<file path="src/rtl/event_tick_bridge_pkg.sv">
// ---------------------------------------------------------------------------
// event_tick_bridge_pkg
// Shared helpers for the event tick bridge.
//   clog2_w     : width of a counter that must hold values 0..val-1, minimum 1
//   pend_op_e   : the action a pending-event counter takes in a given cycle
// ---------------------------------------------------------------------------
package event_tick_bridge_pkg;

  // Width needed for a counter that counts 0..val-1. Never returns 0, so a
  // degenerate val of 1 still produces a legal one-bit vector.
  function automatic int clog2_w(input int val);
    int w;
    w = $clog2(val);
    return (w < 1) ? 1 : w;
  endfunction

  // Per-cycle decision of a pending-event counter.
  //   PEND_HOLD : no change (idle, or increment and pop cancel out)
  //   PEND_INC  : new event stored
  //   PEND_DEC  : one event delivered
  //   PEND_SAT  : new event arrived at full scale and is dropped
  typedef enum logic [1:0] {
    PEND_HOLD = 2'd0,
    PEND_INC  = 2'd1,
    PEND_DEC  = 2'd2,
    PEND_SAT  = 2'd3
  } pend_op_e;

endpackage

</file>
<file path="src/rtl/event_pend_counter.sv">
// ---------------------------------------------------------------------------
// event_pend_counter
// One channel of pending-event storage: a saturating up/down counter with a
// sticky overflow flag.
// Ports:
//   clk        in   system clock
//   rst        in   asynchronous active-high reset
//   i_inc      in   new event this cycle
//   i_pop      in   one event delivered this cycle
//   i_ovf_clr  in   clear the sticky overflow flag
//   o_cnt      out  number of pending events (registered)
//   o_overflow out  sticky: an event was dropped while at full scale
// ---------------------------------------------------------------------------
module event_pend_counter
  import event_tick_bridge_pkg::*;
#(
  parameter int CNT_W = 4
) (
  input  logic             clk,
  input  logic             rst,
  input  logic             i_inc,
  input  logic             i_pop,
  input  logic             i_ovf_clr,
  output logic [CNT_W-1:0] o_cnt,
  output logic             o_overflow
);

  typedef struct packed {
    logic [CNT_W-1:0] cnt;
    logic             ovf;
  } pend_state_t;

  localparam logic [CNT_W-1:0] CNT_MAX = {CNT_W{1'b1}};

  pend_state_t r_state;
  pend_op_e    w_op;

  always_comb begin
    w_op = PEND_HOLD;
    unique case ({i_inc, i_pop})
      2'b10:   w_op = (r_state.cnt == CNT_MAX) ? PEND_SAT : PEND_INC;
      // A pop is only ever issued on a non-zero count; the guard keeps the
      // counter from wrapping if a caller ever violates that.
      2'b01:   w_op = (r_state.cnt != '0) ? PEND_DEC : PEND_HOLD;
      default: w_op = PEND_HOLD;
    endcase
  end

  always_ff @(posedge clk or posedge rst) begin
    if (rst) begin
      r_state <= '0;
    end else begin
      unique case (w_op)
        PEND_INC: r_state.cnt <= r_state.cnt + CNT_W'(1);
        PEND_DEC: r_state.cnt <= r_state.cnt - CNT_W'(1);
        default:  r_state.cnt <= r_state.cnt;
      endcase
      // A drop in the same cycle as a clear leaves the flag set, so the
      // consumer never loses sight of a fresh overflow.
      if (w_op == PEND_SAT) begin
        r_state.ovf <= 1'b1;
      end else if (i_ovf_clr) begin
        r_state.ovf <= 1'b0;
      end
    end
  end

  assign o_cnt      = r_state.cnt;
  assign o_overflow = r_state.ovf;

endmodule

</file>
<file path="src/rtl/event_tick_bridge.sv">
// ---------------------------------------------------------------------------
// event_tick_bridge
// Bridges full-rate event pulses to slow menu/LCD logic on the same clock.
// A divider produces a one-cycle tick every DIV cycles; each channel buffers
// its events in a saturating counter and hands out at most one per tick,
// gated by the consumer's ready.
// Ports:
//   clk          in   system clock
//   rst          in   asynchronous active-high reset
//   i_ev_in      in   single-cycle event pulses, one bit per channel
//   i_ev_ready   in   consumer accepts events on this tick
//   i_ovf_clr    in   per-channel sticky overflow clear
//   o_tick       out  registered one-cycle clock enable
//   o_ev_out     out  delivered event per channel, only while o_tick=1
//   o_pending_nz out  per-channel counter non-zero
//   o_overflow   out  per-channel sticky overflow
// ---------------------------------------------------------------------------
module event_tick_bridge
  import event_tick_bridge_pkg::*;
#(
  parameter int NUM_CH = 3,
  parameter int CNT_W  = 4,
  parameter int DIV    = 100
) (
  input  logic              clk,
  input  logic              rst,
  input  logic [NUM_CH-1:0] i_ev_in,
  input  logic              i_ev_ready,
  input  logic [NUM_CH-1:0] i_ovf_clr,
  output logic              o_tick,
  output logic [NUM_CH-1:0] o_ev_out,
  output logic [NUM_CH-1:0] o_pending_nz,
  output logic [NUM_CH-1:0] o_overflow
);

  localparam int               DIV_W    = clog2_w(DIV);
  localparam logic [DIV_W-1:0] DIV_LAST = DIV_W'(DIV - 1);

  logic [DIV_W-1:0] r_div_cnt;
  logic             r_tick;

  // The tick is registered from the terminal count, so it rises in the cycle
  // after div_cnt reaches DIV-1 and the first one lands DIV cycles after reset.
  always_ff @(posedge clk or posedge rst) begin
    if (rst) begin
      r_div_cnt <= '0;
      r_tick    <= 1'b0;
    end else begin
      r_tick <= (r_div_cnt == DIV_LAST);
      if (r_div_cnt == DIV_LAST) begin
        r_div_cnt <= '0;
      end else begin
        r_div_cnt <= r_div_cnt + DIV_W'(1);
      end
    end
  end

  logic [CNT_W-1:0]  w_cnt [NUM_CH];
  logic [NUM_CH-1:0] w_nz;
  logic [NUM_CH-1:0] w_pop;

  for (genvar g = 0; g < NUM_CH; g++) begin : g_ch
    assign w_nz[g] = (w_cnt[g] != '0);
    // Delivery looks only at the registered count, so an event arriving in
    // the tick cycle is counted now and delivered on a later tick.
    assign w_pop[g] = r_tick & i_ev_ready & w_nz[g];

    event_pend_counter #(
      .CNT_W (CNT_W)
    ) u_pend (
      .clk        (clk),
      .rst        (rst),
      .i_inc      (i_ev_in[g]),
      .i_pop      (w_pop[g]),
      .i_ovf_clr  (i_ovf_clr[g]),
      .o_cnt      (w_cnt[g]),
      .o_overflow (o_overflow[g])
    );
  end

  assign o_tick       = r_tick;
  assign o_ev_out     = w_pop;
  assign o_pending_nz = w_nz;

endmodule

</file>
<file path="config.mk">
export PLATFORM = sky130hd
export DESIGN_NAME = event_tick_bridge
export DESIGN_NICKNAME = d
export VERILOG_FILES = /design/src/rtl/event_tick_bridge_pkg.sv /design/src/rtl/event_pend_counter.sv /design/src/rtl/event_tick_bridge.sv
export SDC_FILE = /design/constraint.sdc
export NUM_CORES = 1
export LEC_CHECK = 0
export CORE_MARGIN = 2
export CORE_UTILIZATION = 51
export CTS_CLUSTER_DIAMETER = 50
export CTS_CLUSTER_SIZE = 40
export DETAILED_ROUTE_END_ITERATION = 6
export GPL_ROUTABILITY_DRIVEN = 0
export GPL_TIMING_DRIVEN = 0
export PLACE_DENSITY = 0.76
export SLEW_MARGIN = 10
export SYNTH_ARGS = -nofsm -noshare
export SYNTH_HDL_FRONTEND = slang
export SYNTH_SLANG_ARGS = --single-unit
</file>
<file path="constraint.sdc">
create_clock -name clk -period 3.3 [get_ports clk]
set_clock_uncertainty 0.1 [all_clocks]
set_input_delay 0.33 -clock clk [delete_from_list [all_inputs] [get_ports clk]]
set_output_delay 0.33 -clock clk [all_outputs]
set_load 0.1 [all_outputs]
</file>
==> run_results.csv, run 1 <==
group,metric,value,unit
job,maxCapViolCount,0,
finish,nNetsFinal,234,
route,drt_wl_total,3.37,mm
placement,place_ws,3.12,ps
finish,layout_common_cells,"inv_1 (25), dfrtp_1 (21), clkdlybuf4s50_1 (18)",
logic_synthesis,synth_cell_types,33,
route,firstDrtPassIters,4,
finish,finish.utilization,67.3,%
route,drc,0,
clock_tree,cts_max_path_buffers,2,
timing,worst_pin_slew,974,ps
worst_setup_path,worst_setup_path_start_kind,"flip-flop",
grt,grt_pass1_vias,1401,
logic_synthesis,ys_warn_count,0,
finish,mostFrequentLayoutCell,"inv_1",
die,die_area,0.00382,sq mm
logic_synthesis,syn_inst,175,
clock_tree,cts.sinks,23,
timing,setup_ws,112,ps
worst_setup_path,worstPathCellList,"or4_4 > nand3_2 > inv_1 > ha_1 > a41o_1 > nand2_1 > a21oi_2 > ha_4 > ha_1 > or4b_1 > o311ai_1 > o211ai_2",
power,powerDensity,549,mW/mm^2
timing,max_freq,0.314,GHz
clock_tree,htreeDepth,1,
timing,setup_tns,0,ps
clock_tree,numCtsBuffers,3,
timing,fin_crit,3190,ps
hold_path,hp-class,"input pin to async pin",
timing,hold_violations,0,
timing,final_max_slew_viol_count,0,
worst_setup_path,critPathKind,"flip-flop to flip-flop",
route,vias_per_cell,5.51,
route,final_antenna_net_count,0,
timing,fin_crit_sh,96.6,%
power,total_power,1.16,mW
clock_tree,clk_latency,310,ps
die,core.rowCount,20,
finish,num_antenna_cells,0,
clock_tree,cts_tree,"done",
grt,grt_max_degree,24,
grt,grt_pass1_wl,5.78,mm
power,p_leak,0.956,nW
finish,filler_cell_count,255,
placement,portBuffers,18,
worst_setup_path,critical_path_required,3400,ps
logic_synthesis,synth_area,0.00170,sq mm
logic_synthesis,synthTopCellsByArea,"dfrtp_1 (34%), ha_1 (14%), inv_1 (5.5%)",
logic_synthesis,syn-num-nets,206,
logic_synthesis,synth_top_cell_by_area,"dfrtp_1",
route,wl_per_cell,13.7,microns
clock_tree,clockRootBuffer,"clkbuf_4",
die,die_h,61.8,microns
die,io_pins,19,
worst_setup_path,crit_top_cell,"ha_1",
die,initial_core_util,54.5,%
logic_synthesis,seq_area_frac_synth,33.8,%
power,ir_worst_vdd,277,uV
die,core_area,0.00313,sq mm
logic_synthesis,synth_top_area_share,33.8,%
placement,dp_hpwl,2.52,mm
finish,syn_to_final_growth,23.6,%
route,num_vias,1356,
worst_setup_path,cp_max_fo,8,
worst_setup_path,cp.arrival,3290,ps
worst_setup_path,cpPeakStageDelay,560,ps
clock_tree,clkSlewWorstSetupHoldPaths,120,ps
finish,drive_above_1_share,21.3,%
timing,slew_headroom,34.9,%
grt,antenna_found_initial,0,
worst_setup_path,setup.worst_path.end_class,"flip-flop",
route,drt_iter0_markers,43,
run_status,status,"complete, no violations",
grt,grt_util_all_layers,20.1,%
timing,holdWs,392,ps
logic_synthesis,avgSynthCellArea,9.74,sq um
clock_tree,cts_hold_buf,0,
grt,grt_overflow_total,0,
die,die_w,61.8,microns
logic_synthesis,synth-seq-cells,23,
worst_setup_path,cp_slowest_cell,"or4_4",
timing,setup_viol,0,
-- layout make-up --
class | count | area [sq um] | share of cell area [%]
buffer | 10 | 71.3 | 3.39
clock buffer | 3 | 22.5 | 1.07
clock inverter | 1 | 5.00 | 0.238
inverter | 25 | 93.8 | 4.46
multi-input combinational | 116 | 1050 | 50.1
sequential | 23 | 578 | 27.5
tap | 44 | 55.1 | 2.61
timing repair buffer | 24 | 225 | 10.7
-- final timing paths --
| path | startpoint | endpoint | slack [ps] | cells after the start |
|---|---|---|---|---|
| worst max-delay path | g_ch[0].u_pend.o_cnt[2]$_DFFE_PP0P_ | g_ch[0].u_pend.o_cnt[3]$_DFFE_PP0P_ | 110 | 12 |
| worst min-delay path | rst | g_ch[0].u_pend.o_overflow$_DFFE_PP0P_ | 390 | 2 |
| worst max register to register | g_ch[0].u_pend.o_cnt[2]$_DFFE_PP0P_ | g_ch[0].u_pend.o_cnt[3]$_DFFE_PP0P_ | 110 | 12 |
| worst min register to register | g_ch[2].u_pend.o_overflow$_DFFE_PP0P_ | g_ch[2].u_pend.o_overflow$_DFFE_PP0P_ | 390 | 1 |
| max in group asynchronous | rst | g_ch[2].u_pend.o_cnt[1]$_DFFE_PP0P_ | 2110 | 2 |
| min in group clk | g_ch[2].u_pend.o_overflow$_DFFE_PP0P_ | g_ch[2].u_pend.o_overflow$_DFFE_PP0P_ | 390 | 1 |
-- power by group --
part	total, mW	internal [mW]	switching, mW
clock	0.128	0.0453	0.0822
sequential	0.475	0.358	0.118
combinational	0.552	0.232	0.321
total	1.16	0.635	0.520
-- sequential cells by signal (all words and copies together), names as in the netlist --
| register | count |
|---|---|
| g_ch.u_pend.o_cnt | 12 |
| r_div_cnt | 7 |
| g_ch.u_pend.o_overflow | 3 |
| o_tick | 1 |
-- through the flow --
stage	cell area [sq um]	cells
final	2110	246
after detailed placement	1980	237
after CTS	2020	242
after floorplan	1740	175
after global placement	1980	237
after global routing	2110	246
-- Yosys cell counts --
| cell | number |
|---|---|
| dfrtp_1 | 23 |
| a21o_1 | 3 |
| nor3b_1 | 8 |
| xor2_1 | 3 |
| nor2b_1 | 1 |
| or4b_1 | 3 |
| nor3b_2 | 1 |
| a21oi_1 | 11 |
| o311ai_1 | 1 |
| inv_1 | 25 |
| fa_1 | 3 |
| o21ai_0 | 6 |
| or4_4 | 3 |
| mux2i_1 | 2 |
| or3_1 | 1 |
| nor2_1 | 4 |
| o31ai_1 | 3 |
| ha_1 | 19 |
| o311ai_0 | 2 |
| buf_4 | 6 |
| nand3_1 | 11 |
| nand4_1 | 2 |
| a41o_1 | 3 |
| a2111o_1 | 3 |
| xnor2_1 | 6 |
| o211ai_2 | 1 |
| clkbuf_2 | 2 |
| o211ai_1 | 2 |
| buf_2 | 2 |
| nand2_1 | 10 |
| nand4bb_1 | 1 |
| buf_6 | 1 |
| mux2_2 | 3 |
-- metal layers --
layer	global-route usage, %	part of all wire (%)
met2	37.6	53
met3	4.76	3.0
met1	23.4	44
met4	3.95	0.62
met5	0	0
-- critical path, delay by kind of cell, from the launching register on --
kind,cells,cell delay [ps]
AOI/OAI and AO/OA,4,490
adders and majority gates,3,750
buffers and inverters,1,60
DFF,1,450
and+or+nand+nor,4,1220
-- logic make-up (layout without fill, tap and decap cells) --
family                     after synthesis  in the layout  synth area share, %
and+or+nand+nor                         45             45                 16.4
buffers and inverters                   36             63                 9.99
AOI/OAI and AO/OA                       35             35                 14.5
DFF                                     23             23                 33.8
adders and majority gates               22             22                 17.5
xor gates and xnor gates                 9              9                 4.63
muxes                                    5              5                 3.16
-- repair_timing --
action | 4_1_cts | 5_1_grt
resized for setup | 1 | 10
setup buffers | 1 | 5
pin swaps | 1 | 2
setup endpoints to repair | 2 | 3
Power figures use the tool's default switching activity.
==> inputs of run 2 (changes only) <==
--- a/config.mk
+++ b/config.mk
@@ -5,14 +5,12 @@
 export SDC_FILE = /design/constraint.sdc
 export NUM_CORES = 1
 export LEC_CHECK = 0
-export CORE_MARGIN = 2
-export CORE_UTILIZATION = 51
+export CORE_UTILIZATION = 29
 export CTS_CLUSTER_DIAMETER = 50
 export CTS_CLUSTER_SIZE = 40
 export DETAILED_ROUTE_END_ITERATION = 6
 export GPL_ROUTABILITY_DRIVEN = 0
 export GPL_TIMING_DRIVEN = 0
-export PLACE_DENSITY = 0.76
 export SLEW_MARGIN = 10
 export SYNTH_ARGS = -nofsm -noshare
 export SYNTH_HDL_FRONTEND = slang
==> run_results.csv, run 2 (same netlist as run 1, synthesis figures left out) <==
group,metric,value,unit
hold_path,hp-class,"flip-flop to flip-flop",
finish,drive_above_1_share,20.3,%
worst_setup_path,cp_max_fo,9,
worst_setup_path,critPathKind,"flip-flop to flip-flop",
die,die_h,78.7,microns
die,initial_core_util,30.6,%
clock_tree,clockRootBuffer,"clkbuf_8",
die,die_area,0.00619,sq mm
placement,dp_cells,265,
run_status,status,"complete, no violations",
finish,syn_to_final_growth,26.6,%
worst_setup_path,cp.arrival,3230,ps
clock_tree,htreeDepth,1,
finish,mostFrequentLayoutCell,"inv_1",
die,io_pins,19,
die,core.rowCount,27,
die,core_area,0.00557,sq mm
job,maxCapViolCount,0,
timing,max_freq,0.318,GHz
route,vias_per_cell,4.89,
route,drt_wl_total,3.18,mm
grt,grt_max_degree,24,
clock_tree,clk_latency,260,ps
finish,layout_common_cells,"inv_1 (25), dfrtp_1 (20), clkdlybuf4s50_1 (18)",
power,ir_worst_vdd,364,uV
timing,setup_tns,0,ps
timing,slew_headroom,35.7,%
route,drc,0,
timing,worst_pin_slew,961,ps
clock_tree,cts.sinks,23,
grt,antenna_found_initial,0,
clock_tree,cts_tree,"done",
route,wl_per_cell,11.6,microns
power,powerDensity,555,mW/mm^2
grt,grt_pass1_wl,5.57,mm
worst_setup_path,setup.worst_path.end_class,"flip-flop",
route,final_antenna_net_count,0,
placement,dp_hpwl,2.30,mm
grt,grt_pass1_vias,1302,
grt,grt_overflow_total,0,
timing,setup_viol,0,
timing,hold_violations,0,
worst_setup_path,worst_setup_path_start_kind,"flip-flop",
clock_tree,cts_max_path_buffers,2,
die,die_w,78.7,microns
finish,num_antenna_cells,0,
finish,instances_no_fill,274,
route,num_vias,1340,
clock_tree,clkSlewWorstSetupHoldPaths,80,ps
placement,portBuffers,18,
timing,final_max_slew_viol_count,0,
timing,fin_crit_sh,95.4,%
finish,largest_register_ffs,12,
grt,grt_util_all_layers,11.0,%
route,firstDrtPassIters,4,
clock_tree,numCtsBuffers,3,
power,p_leak,0.960,nW
worst_setup_path,critical_path_required,3380,ps
finish,nNetsFinal,234,
route,drt_iter0_markers,30,
timing,fin_crit,3150,ps
-- run 2: changes by cell type in the layout (fill, tap and decap cells not counted), sizes merged --
cell,change
clkbuf,+1
clkinv,-1
-- run 2: report_power, final --
group / leakage (nW) / internal, mW / switching, mW
sequential: 0.282 / 0.359 / 0.116
combinational: 0.656 / 0.234 / 0.316
clock: 0.0228 / 0.0860 / 0.0863
total: 0.960 / 0.679 / 0.518
-- run 2: final timing paths --
path	from	endpoint	slack [ps]	cells past startpoint
worst max register to register	g_ch[1].u_pend.o_cnt[1]$_DFFE_PP0P_	g_ch[1].u_pend.o_cnt[3]$_DFFE_PP0P_	150	12
worst max-delay path	g_ch[1].u_pend.o_cnt[1]$_DFFE_PP0P_	g_ch[1].u_pend.o_cnt[3]$_DFFE_PP0P_	150	12
worst min register to register	g_ch[2].u_pend.o_overflow$_DFFE_PP0P_	g_ch[2].u_pend.o_overflow$_DFFE_PP0P_	380	1
max in group asynchronous	rst	g_ch[2].u_pend.o_cnt[1]$_DFFE_PP0P_	2060	2
min in group asynchronous	rst	r_div_cnt[6]$_DFF_PP0_	460	2
worst min-delay path	g_ch[2].u_pend.o_overflow$_DFFE_PP0P_	g_ch[2].u_pend.o_overflow$_DFFE_PP0P_	380	1
-- run 2: layout make-up --
cell class,count,area (sq um)
multi-input cells,116,1050
flip-flops and latches,23,579
well taps,72,90.1
inverters,25,93.8
clock buffers,4,45.0
repair buffers,24,225
fillers,575,3420
plain buffers,10,71.3
-- run 2: through the flow --
step	setup WS [ps]	area (sq um)	power (mW)	hold WS [ps]	util [%]
floorplan	17.8	1740	0.871	232	-
global placement	28.5	2010	0.988	367	36.1
detailed placement	8.44	2010	0.996	373	36.1
CTS	30.3	2070	1.18	392	37.2
global route	-12.1	2160	1.29	424	38.7
finish	151	2160	1.20	384	38.7
-- run 2: routing by layer --
layer | track usage [%] | up-vias | wire length, microns
met2 | 18.9 | 18 | 1480
li1 | - | 668 | -
met1 | 14.3 | 650 | 1580
met4 | 2.22 | 0 | 13
met3 | 2.21 | 4 | 101
met5 | 0 | - | 0
-- run 2: worst max-delay path, cell delays in order (launching register included) --
cell and delay (ps):
dfrtp_1 460, or4_4 570, nand3_2 110, inv_1 70
ha_1 200, a41o_1 200, nand2_1 100, a21oi_4 80
ha_4 210, ha_1 310, a21oi_2 160, mux2_2 340
o211ai_1 170
-- run 2: what timing repair did --
item / CTS / global route
setup buffers: 0 / 6
resized for setup: 2 / 8
endpoints found under the setup margin: 2 / 3
hold buffers: 0 / 0
pin swaps: 1 / 2
